===== src/rtl/reg_file_8x8.sv =====
// Eight-entry register file, one-hot write strobes, two registered read ports, R7 as SP.
// Optional REG_ZERO_EN build hardwires R0 to zero.
module reg_file_8x8 #(
  parameter int unsigned    WIDTH    = 8,
  parameter logic [WIDTH-1:0] SP_RESET = 8'hFF
) (
  input  logic             clk,
  input  logic             rst,
  input  logic [7:0]       we,
  input  logic [WIDTH-1:0] wdata,
  input  logic [2:0]       ra_sel,
  input  logic [2:0]       rb_sel,
  input  logic             sp_inc,
  input  logic             sp_dec,
  input  logic             err_clr,
  output logic [WIDTH-1:0] ra_data,
  output logic [WIDTH-1:0] rb_data,
  output logic [WIDTH-1:0] sp,
  output logic             we_err
);

  localparam logic [WIDTH-1:0] ONE = {{(WIDTH-1){1'b0}}, 1'b1};

  logic [WIDTH-1:0] regs [8];
  logic [WIDTH-1:0] nxt  [8];
  logic             we_any;
  logic             we_one;
  logic             we_bad;
  logic             sp_wr;

  assign we_any = |we;
  assign we_one = we_any && ((we & (we - 8'd1)) == 8'd0);
  assign we_bad = we_any && !we_one;
  assign sp_wr  = we_one && we[7];

  // Next-state of every register; also feeds the write-first read bypass.
  always_comb begin
    for (int i = 0; i < 8; i++) begin
      nxt[i] = regs[i];
      if (we_one && we[i])
        nxt[i] = wdata;
    end
    if (!sp_wr) begin
      unique case (1'b1)
        sp_inc && !sp_dec: nxt[7] = regs[7] + ONE;
        sp_dec && !sp_inc: nxt[7] = regs[7] - ONE;
        default:           nxt[7] = regs[7];
      endcase
    end
`ifdef REG_ZERO_EN
    nxt[0] = '0;
`endif
  end

  always_ff @(posedge clk) begin
    if (rst) begin
      for (int i = 0; i < 7; i++)
        regs[i] <= '0;
      regs[7] <= SP_RESET;
      ra_data <= '0;
      rb_data <= '0;
      we_err  <= 1'b0;
    end else begin
      for (int i = 0; i < 8; i++)
        regs[i] <= nxt[i];
      ra_data <= nxt[ra_sel];
      rb_data <= nxt[rb_sel];
      if (we_bad)
        we_err <= 1'b1;
      else if (err_clr)
        we_err <= 1'b0;
    end
  end

  assign sp = regs[7];

endmodule

===== config.mk =====
export PLATFORM = sky130hd
export DESIGN_NAME = reg_file_8x8
export DESIGN_NICKNAME = d
export VERILOG_FILES = /design/src/rtl/reg_file_8x8.sv
export SDC_FILE = /design/constraint.sdc
export NUM_CORES = 1
export LEC_CHECK = 0
export ABC_AREA = 1
export BUFFER_PORTS_ARGS = -buffer_cell sky130_fd_sc_hd__buf_2
export CORE_UTILIZATION = 40
export CTS_BUF_LIST = sky130_fd_sc_hd__clkbuf_4
export DETAILED_ROUTE_END_ITERATION = 12
export HOLD_SLACK_MARGIN = 0.1
export PLACE_DENSITY = 0.62
export SYNTH_ARGS = -nofsm -noshare
export SYNTH_HDL_FRONTEND = slang
export SYNTH_SLANG_ARGS = --single-unit
export TNS_END_PERCENT = 5

===== constraint.sdc =====
create_clock -name clk -period 2.5 [get_ports clk]
set_input_delay 0.5 -clock clk [delete_from_list [all_inputs] [get_ports clk]]
set_output_delay 0.5 -clock clk [all_outputs]
set_load 0.05 [all_outputs]

==> reports/results.ini, run 1 <==
[critical_path]
crit_type = flop to flop
start_kind = flop
max_stage_delay_ns = 0.47
reg2reg_from = regs[1][24]
worst_ep_arrival_time_ns = 2.51
cpMostUsedCell = nand3_1
r2r_end = ra_data[2]
cp_cell_sequence = inv_1 > fa_1 > or2_2 > a31oi_1 > nand2_1 > nand3_1 > nand3_1 > nand3_1 > nand2_1 > nor2_1
crit_path_top_delay_cell = fa_1
worst-endpoint-required_ns = 2.88
startpoint = regs[1][24]
path_buf_inv = 1
critPathCaptureType = flop
cp_top_family = simple AND/OR/NAND/NOR gates
r2r_setup_slack_ns = 0.37
reg2reg_depth = 10
cp_max_fo = 4

[timing]
rsz0062_at_grt = false
setup_viol = 0
drv_slew = 0
max_freq_ghz = 0.4688
maxSlewHeadroom = 0.5328
period_needed_ns = 2.133
tightest_slew_ns = 0.7001
hold_slack_ns = 0.2868
post-route-period-util = 0.8532
finalHoldViolCount = 0
fin_ws_ns = 0.3670
skew_ns = 0.01638

[power_and_ir_drop]
power_frac_clock = 0.234
p_leak_nw = 2.602
p_int_mw = 1.808
power.total_mw = 2.893
p_comb_frac = 0.294
p_seq_frac = 0.472
swShare = 0.3751
max-vdd-ir-drop_uv = 305.3
p_sw_mw = 1.085
p_per_area_nw_per_um2 = 532.6

[route]
firstDrtPassIters = 5
detail-route-antenna-nets = 0
vias = 5589
first_iter_violations = 521
drt-wirelength-per-cell_um = 16.58
drcViolationCount = 0
wl_mm = 16.13
via_per_inst = 5.744

[cts]
cts-hold-fix-buffers = 0
cts_buffers = 9
post_cts_resized = 0
clock_path_buffers = 2
cts_tree = yes
clkSinkCount = 81
cts_root_buf = clkbuf_4
cts_setup_buffers = 0
path_clk_slew_ns = 0.13
htreeDepth = 3
insertion_delay_ns = 0.46

[placement]
port_buffers = 51
gp_congestion = 0.9065
dpl-instance-area_um2 = 5328
dp_worst_setup_slack_ns = -0.05966
dp_hpwl_mm = 11.29

[synth]
synth_async_sr_flop_share = 0
synth_top_area_cell = dfxtp_1
synth_seq_cells = 81
synth_cell_types = 29
ys_seq_area_frac = 0.3241
synthTopCellsByArea = dfxtp_1, nand3_1, nand2_1, a21oi_1, nor2_1
synthFlopType = dfxtp_1
yosysWarnings = 0
synth-edff-count = 0
syn_area_um2 = 5004
synth_top_area_frac = 0.3241
synthCells = 776
syn-num-nets = 811
syn_area_per_cell_um2 = 6.448

[cells_and_area]
diodes = 0
register_area_um2 = 1622
nNetsFinal = 835
syn2layout_area_growth_pct = 8.577
stdcell_area_um2 = 5433
multi_input_area_um2 = 2867
fillCellCount = 1314
drive_gt1_frac = 0.1416

[global_route]
antenna_found_initial = 0
grt_pass1_vias = 5166
grtUsageTotal = 0.2561
grt_max_degree = 33
grt-ovfl-total = 0
grt_pass1_wl_mm = 25.85

[run_status]
status = completed

[job]
cap_violations = 0

[floorplan]
num_rows = 40
die_w_um = 113.8
ios = 52
die_area_um2 = 12960
core_area_um2 = 12110
fp.dieH_um = 113.8
start_util = 0.4131

[hold_path]
hold_path.class = input port to flop
holdPathStages = 4
min_to = we_err
worstHoldStart = err_clr

-- cells by family (layout without fill, tap and decap cells) --
family / after synthesis / count (layout) / share of synthesized area
compound gates: 68 / 68 / 0.07127
xor+xnor: 2 / 2 / 0.003502
fa+ha+maj: 8 / 8 / 0.02150
buf+inv: 108 / 137 / 0.1030
flops: 81 / 81 / 0.3241
simple gates: 509 / 509 / 0.4766
-- worst max path at each step --
stage | end | cells past startpoint | slack [ns]
after floorplan | ra_data[7] | 15 | 0.31
after global placement | ra_data[2] | 13 | -0.04
after detailed placement | ra_data[2] | 13 | -0.06
after CTS | ra_data[2] | 10 | 0.38
after global routing | rb_data[7] | 16 | 0.22
final | ra_data[2] | 10 | 0.37
-- Yosys cell counts (6+ instances only) --
library cell,count
a21oi_1,58
nand2_1,186
nand4_2,9
buf_4,10
buf_6,6
nand3_1,196
ha_1,7
buf_2,22
nor2_1,73
nand4_1,36
clkbuf_1,22
dfxtp_1,81
inv_1,38
inv_2,6
-- registers in the layout, summed over array words and instances (netlist names) --
register / count
ra_data: 8
rb_data: 8
regs: 64
we_err: 1
-- power groups by stage --
stage	Combinational (mW)	Clock (mW)	Sequential, mW
2_1_floorplan	0.593	0	1.46
4_1_cts	0.845	0.691	1.37
6_report	0.850	0.677	1.37
3_3_place_gp	0.839	0	1.40
3_5_place_dp	0.841	0	1.40
5_1_grt	0.939	0.744	1.37
-- placed cells by master (no fill, tap or decap), drive strengths merged, types with 2 or more instances in the layout --
cell and n:
nand2 188, ha 7, clkbuf 11, a21oi 58, clkinv 8, nand3 196
buf 74, inv 44, a31oi 3, o21ai 5, nand4 45, xnor2 2
nor2 79, dfxtp 81
-- routing by layer --
metal	global-route usage	routed length [µm]	vias up
li1	-	-	2674
met1	0.3189	6665	2564
met2	0.4260	7533	310
met3	0.05951	1526	41
met4	0.1065	403	0
met5	0	0	-
-- per-stage QoR --
step / std cells / utilization / TNS (ns)
floorplan: 776 / - / 0
global placement: 957 / 0.4399 / -0.07474
detailed placement: 957 / 0.4399 / -0.06586
CTS: 973 / 0.4486 / 0
global route: 973 / 0.4486 / 0
finish: 973 / 0.4486 / 0
-- worst min-delay path, stage by stage --
cell and delay [ns]:
buf_2 0.07, o21ai_0 0.06, nand2_1 0.05, inv_1 0.03
-- layout make-up --
cell class / instances / area share
repair buffers: 74 / 0.08337
clock inverters: 5 / 0.004146
inverters: 47 / 0.03247
clock buffers: 11 / 0.01520
multi-input cells: 587 / 0.5276
flip-flops and latches: 81 / 0.2985
well taps: 168 / 0.03869
No activity file was read; power rests on OpenSTA's default activity.
==> inputs of run 2 (changes only) <==
==> constraint.sdc (replaced) <==
create_clock -name clk -period 2.5 [get_ports clk]
set_input_delay 0.25 -clock clk [delete_from_list [all_inputs] [get_ports clk]]
set_output_delay 0.25 -clock clk [all_outputs]
set_load 0.05 [all_outputs]
==> run 2 against run 1 <==
Effect of this change:
- setup slack improved by 0.018 ns
- clock power increased by 14%
- first-iteration DRC count increased by 20%
- sequential power about the same
- critical path type unchanged
- largest power group unchanged
==> reports/results.ini, run 2 (synthesis gave the netlist of run 1 again) <==
[run_status]
status = completed

[route]
vias = 5441
firstDrtPassIters = 5
wl_mm = 16.78
via_per_inst = 5.644
drt-wirelength-per-cell_um = 17.40
drcViolationCount = 0
first_iter_violations = 626
detail-route-antenna-nets = 0

[critical_path]
crit_type = flop to flop
cp_top_family = simple AND/OR/NAND/NOR gates
max_stage_delay_ns = 0.46
crit_path_top_delay_cell = fa_1
cp_max_fo = 4
worst_ep_arrival_time_ns = 2.51
critPathCaptureType = flop
reg2reg_from = regs[1][24]
path_buf_inv = 1
startpoint = regs[1][24]
start_kind = flop
cpMostUsedCell = nand3_1
worst-endpoint-required_ns = 2.90
cp_cell_sequence = inv_1 > fa_1 > or2_2 > a31oi_1 > nand2_1 > nand3_1 > nand3_1 > nand3_1 > nand2_1 > nor2_1

[global_route]
grt-ovfl-total = 0
grt_max_degree = 57
grt_pass1_vias = 5114
grt_pass1_wl_mm = 26.85
antenna_found_initial = 0
grtUsageTotal = 0.2689

[cts]
cts_tree = yes
insertion_delay_ns = 0.45
path_clk_slew_ns = 0.13
cts_root_buf = clkbuf_4
clock_path_buffers = 2
cts_buffers = 9
cts_setup_buffers = 0
htreeDepth = 3
clkSinkCount = 81

[timing]
rsz0062_at_grt = false
finalHoldViolCount = 0
post-route-period-util = 0.8459
max_freq_ghz = 0.4729
tightest_slew_ns = 0.8470
fin_ws_ns = 0.3854
setup_viol = 0
drv_slew = 0
fin_tns_setup_ns = 0
maxSlewHeadroom = 0.4319
skew_ns = 0.01233
period_needed_ns = 2.115

[cells_and_area]
layout_common_cells = nand3_1, nand2_1, dfxtp_1
largest_reg_flops = 64
diodes = 0
syn2layout_area_growth_pct = 7.752
regMostFlops = regs
nNetsFinal = 826
fillCellCount = 1318
top_regs = regs (64), ra_data (8), rb_data (8)
final_common_cell = nand3_1
drive_gt1_frac = 0.1319

[hold_path]
worstHoldStart = wdata[5]
hold_path.class = input port to flop

[floorplan]
ios = 52
start_util = 0.4131
num_rows = 40
die_area_um2 = 12960
die_w_um = 113.8
core_area_um2 = 12110
fp.dieH_um = 113.8

[placement]
dp_hpwl_mm = 11.40
dp_worst_setup_slack_ns = 0.06372
gp_congestion = 0.9064
port_buffers = 51

[power_and_ir_drop]
max-vdd-ir-drop_uv = 348.6
p_leak_nw = 2.566
p_per_area_nw_per_um2 = 552.3

[job]
cap_violations = 0

[run 2: worst min-delay path, delay by kind of cell]
kind / cells / cell delay (ns)
AND/OR/NAND/NOR: 2 / 0.17
buffers and inverters: 1 / 0.18
[run 2: cell type report]
class	count	area (µm²)	area share
multi-input cells	587	2867	0.5317
flip-flops and latches	81	1622	0.3008
clock buffers	9	67.56	0.01253
repair buffers	65	387.9	0.07194
well taps	168	210.2	0.03899
clock inverters	7	61.31	0.01137
inverters	47	176.4	0.03272
[run 2: final timing paths]
path                      end  slack (ns)  cells after the start
setup reg to reg   ra_data[2]        0.39                     10
hold reg to reg   regs[1][13]        0.51                      2
setup / recovery   ra_data[2]        0.39                     10
hold / removal    regs[1][29]        0.18                      3
[run 2: where the power goes]
part	leakage (nW)	internal, mW	switching, mW
Sequential	0.659	1.34	0.0314
Clock	0.0729	0.295	0.475
Combinational	1.83	0.245	0.595
[run 2: stage by stage]
step	cells	area (µm²)	hold slack [ns]	utilization	power, mW
after floorplan	776	5004	0.4240	-	2.049
after global placement	947	5253	0.4831	0.4337	2.219
after detailed placement	947	5253	0.4918	0.4337	2.223
after CTS	964	5391	0.1651	0.4451	2.981
after global routing	964	5391	0.1917	0.4451	3.125
final	964	5391	0.1849	0.4451	2.977
[run 2: layer usage]
| layer | GRT usage | up-vias | routed length (µm) |
|---|---|---|---|
| li1 | - | 2635 | - |
| met1 | 0.3449 | 2498 | 7123 |
| met4 | 0.1152 | 0 | 595 |
| met3 | 0.04995 | 46 | 1403 |
| met2 | 0.4427 | 262 | 7655 |
| met5 | 0 | - | 0 |
[run 2: timing repair]
action / 4_1_cts / 5_1_grt
hold buffers: 1 / 0
gates resized for setup: 0 / 0
setup endpoints to repair: 0 / 0
endpoints found under the hold margin: 1 / 0
==> inputs of run 3 (changes only) <==
--- a/config.mk
+++ b/config.mk
@@ -5,7 +5,7 @@
 export SDC_FILE = /design/constraint.sdc
 export NUM_CORES = 1
 export LEC_CHECK = 0
-export ABC_AREA = 1
+export ABC_AREA = 0
 export BUFFER_PORTS_ARGS = -buffer_cell sky130_fd_sc_hd__buf_2
 export CORE_UTILIZATION = 40
 export CTS_BUF_LIST = sky130_fd_sc_hd__clkbuf_4
==> constraint.sdc (replaced) <==
create_clock -name clk -period 2.2 [get_ports clk]
set_input_delay 0.22 -clock clk [delete_from_list [all_inputs] [get_ports clk]]
set_output_delay 0.22 -clock clk [all_outputs]
set_load 0.05 [all_outputs]
==> run 3 against run 2 <==
Effect of this change:
- wire length up 8.6%
- highest routed layer unchanged
- critical path type unchanged
- critical endpoint is now ra_data[5]
- sequential cell count unchanged
- global-route usage is 1.2 points higher
- core utilization up 7.3 points
- first-iteration DRC count shrank 4.3%
- die area grew 3.7%
==> reports/results.ini, run 3 <==
[run_status]
status = completed

[power_and_ir_drop]
max-vdd-ir-drop_uv = 290.6
p_per_area_nw_per_um2 = 601.4
p_leak_nw = 2.651
power.total_mw = 3.936

[route]
via_per_inst = 5.917
detail-route-antenna-nets = 0
firstDrtPassIters = 8
vias = 5621
drt-wirelength-per-cell_um = 19.18
drcViolationCount = 0
first_iter_violations = 599
wl_mm = 18.22

[timing]
drv_slew = 0
skew_ns = 0.01761
max_freq_ghz = 0.4612
rsz0062_at_grt = true
period_needed_ns = 2.168
tightest_slew_ns = 0.4972
setup_viol = 0
finalHoldViolCount = 0
post-route-period-util = 0.9855
maxSlewHeadroom = 0.6600

[cells_and_area]
regMostFlops = regs
stdcell_area_um2 = 6544
top_regs = regs (64), ra_data (8), rb_data (8)
diodes = 0
final_common_cell = buf_4
layout_common_cells = buf_4, nand2_1, nor2_1
largest_reg_flops = 64
fillCellCount = 1249
nNetsFinal = 808
drive_gt1_frac = 0.2699
syn2layout_area_growth_pct = 25.99

[critical_path]
r2r_end = ra_data[5]
critPathCaptureType = flop
start_kind = flop
reg2reg_from = regs[1][29]
startpoint = regs[1][29]
crit_type = flop to flop
cp-endpoint = ra_data[5]
r2r_setup_slack_ns = 0.03
cp_max_fo = 6
reg2reg_depth = 8
worst_ep_arrival_time_ns = 2.55
worst-endpoint-required_ns = 2.59

[synth]
synthTopCellsByArea = dfxtp_1, mux2i_1, nand2_1, nor2_1, a21oi_1
synth-edff-count = 0
synth_async_sr_flop_share = 0
synth_cell_types = 74
synthFlopType = dfxtp_1
ys_seq_area_frac = 0.3122
syn-num-nets = 713
synth_top_area_frac = 0.3122
synthCells = 678
syn_area_um2 = 5194
yosysWarnings = 0
synth_top_area_cell = dfxtp_1
synth_seq_cells = 81
syn_area_per_cell_um2 = 7.660
yosysMostFrequentCell = nand2_1
synth_common_cells = nand2_1, nor2_1, dfxtp_1

[cts]
path_clk_slew_ns = 0.14
cts_buffers = 9
htreeDepth = 3
cts_tree = yes
clkSinkCount = 81
clock_path_buffers = 2
cts_root_buf = clkbuf_4
insertion_delay_ns = 0.49

[placement]
dpl-instance-area_um2 = 6132
dp_hpwl_mm = 13.31
port_buffers = 51
gp_congestion = 0.9636

[floorplan]
ios = 52
die_w_um = 116.0
num_rows = 41
core_area_um2 = 12620
die_area_um2 = 13440
start_util = 0.4116
fp.dieH_um = 116.0

[job]
cap_violations = 0

[global_route]
grt_max_degree = 32
grt-ovfl-total = 0
grtUsageTotal = 0.2812
grt_pass1_vias = 5376
grt_pass1_wl_mm = 28.57
antenna_found_initial = 1

[hold_path]
holdPathStages = 3
hold_path.class = input port to flop

==> run 3: changes by cell type after synthesis, sizes merged, moves of 9 or more <==
| cell | before | now |
|---|---|---|
| nand3 | 196 | 10 |
| nand2 | 188 | 87 |
| mux2i | 0 | 45 |
| nand4 | 45 | 1 |
| inv | 44 | 13 |
| o21ai | 5 | 31 |
| clkbuf | 22 | 46 |
| nor3 | 0 | 24 |
| buf | 39 | 24 |
| o221ai | 0 | 13 |
| a211oi | 0 | 11 |
| a221oi | 0 | 9 |
| o211ai | 0 | 9 |
==> run 3: cell families after synthesis <==
group,after synthesis,synth area share
muxes,51,0.09973
DFF,81,0.3122
AOI/OAI and AO/OA,187,0.2508
buffers and inverters,85,0.07227
adders and majority gates,9,0.02264
and+or+nand+nor,262,0.2373
xor gates and xnor gates,3,0.005060
==> run 3: worst min path at each step <==
stage / start / slack, ns / endpoint
final: wdata[0] / 0.12 / regs[1][0]
after global routing: wdata[4] / 0.11 / regs[1][4]
after CTS: wdata[6] / 0.10 / regs[1][22]
after detailed placement: regs[0][13] / 0.46 / regs[0][13]
after global placement: regs[1][21] / 0.45 / regs[1][21]
after floorplan: wdata[1] / 0.38 / regs[1][25]
==> run 3: per-stage QoR <==
step | worst slack, ns | hold WS, ns | setup TNS (ns) | utilization | cells
2_1_floorplan | -0.1139 | 0.3796 | -0.3403 | - | 678
3_3_place_gp | -0.4026 | 0.4480 | -3.342 | 0.4859 | 928
3_5_place_dp | -0.4399 | 0.4649 | -4.220 | 0.4859 | 928
4_1_cts | -0.05962 | 0.1025 | -0.1084 | 0.5063 | 948
5_1_grt | -0.07772 | 0.1133 | -0.1332 | 0.5185 | 950
6_report | 0.03187 | 0.1223 | 0 | 0.5185 | 950
==> run 3: layer usage <==
metal  up-vias  track usage  part of all wire
li1       2659            -                 -
met3        49      0.04027             0.065
met2       253       0.4611              0.47
met1      2660       0.3568              0.43
met5         -            0                 0
met4         0       0.1513             0.033
==> run 3: critical path: stages, from the launching register on <==
cell      delay (ns)
dfxtp_2         0.37
ha_4            0.30
buf_4           0.11
or3b_2          0.44
o211ai_1        0.21
o211ai_1        0.18
nand2_1         0.12
a221oi_2        0.07
a311oi_1        0.29
==> run 3: area by class of cell <==
cell class / instances / area [µm²] / area share
inverters: 15 / 56.30 / 0.008604
flip-flops and latches: 81 / 1633 / 0.2495
clock buffers: 10 / 75.07 / 0.01147
clock inverters: 6 / 106.4 / 0.01625
repair buffers: 154 / 1086 / 0.1660
well taps: 172 / 215.2 / 0.03289
multi-input cells: 512 / 3372 / 0.5153
==> run 3: power breakdown <==
group / internal [mW] / switching [mW] / total, mW
registers: 1.53 / 0.0495 / 1.58
clock network: 0.582 / 0.550 / 1.13
logic: 0.490 / 0.738 / 1.23
total: 2.60 / 1.34 / 3.94
==> run 3: timing repair <==
item / in CTS / in global routing
hold buffers: 3 / 0
resized for setup: 7 / 29
endpoints found under the hold margin: 3 / 0
endpoints found under the setup margin: 4 / 10
setup buffers: 1 / 2
pin swaps: 4 / 6
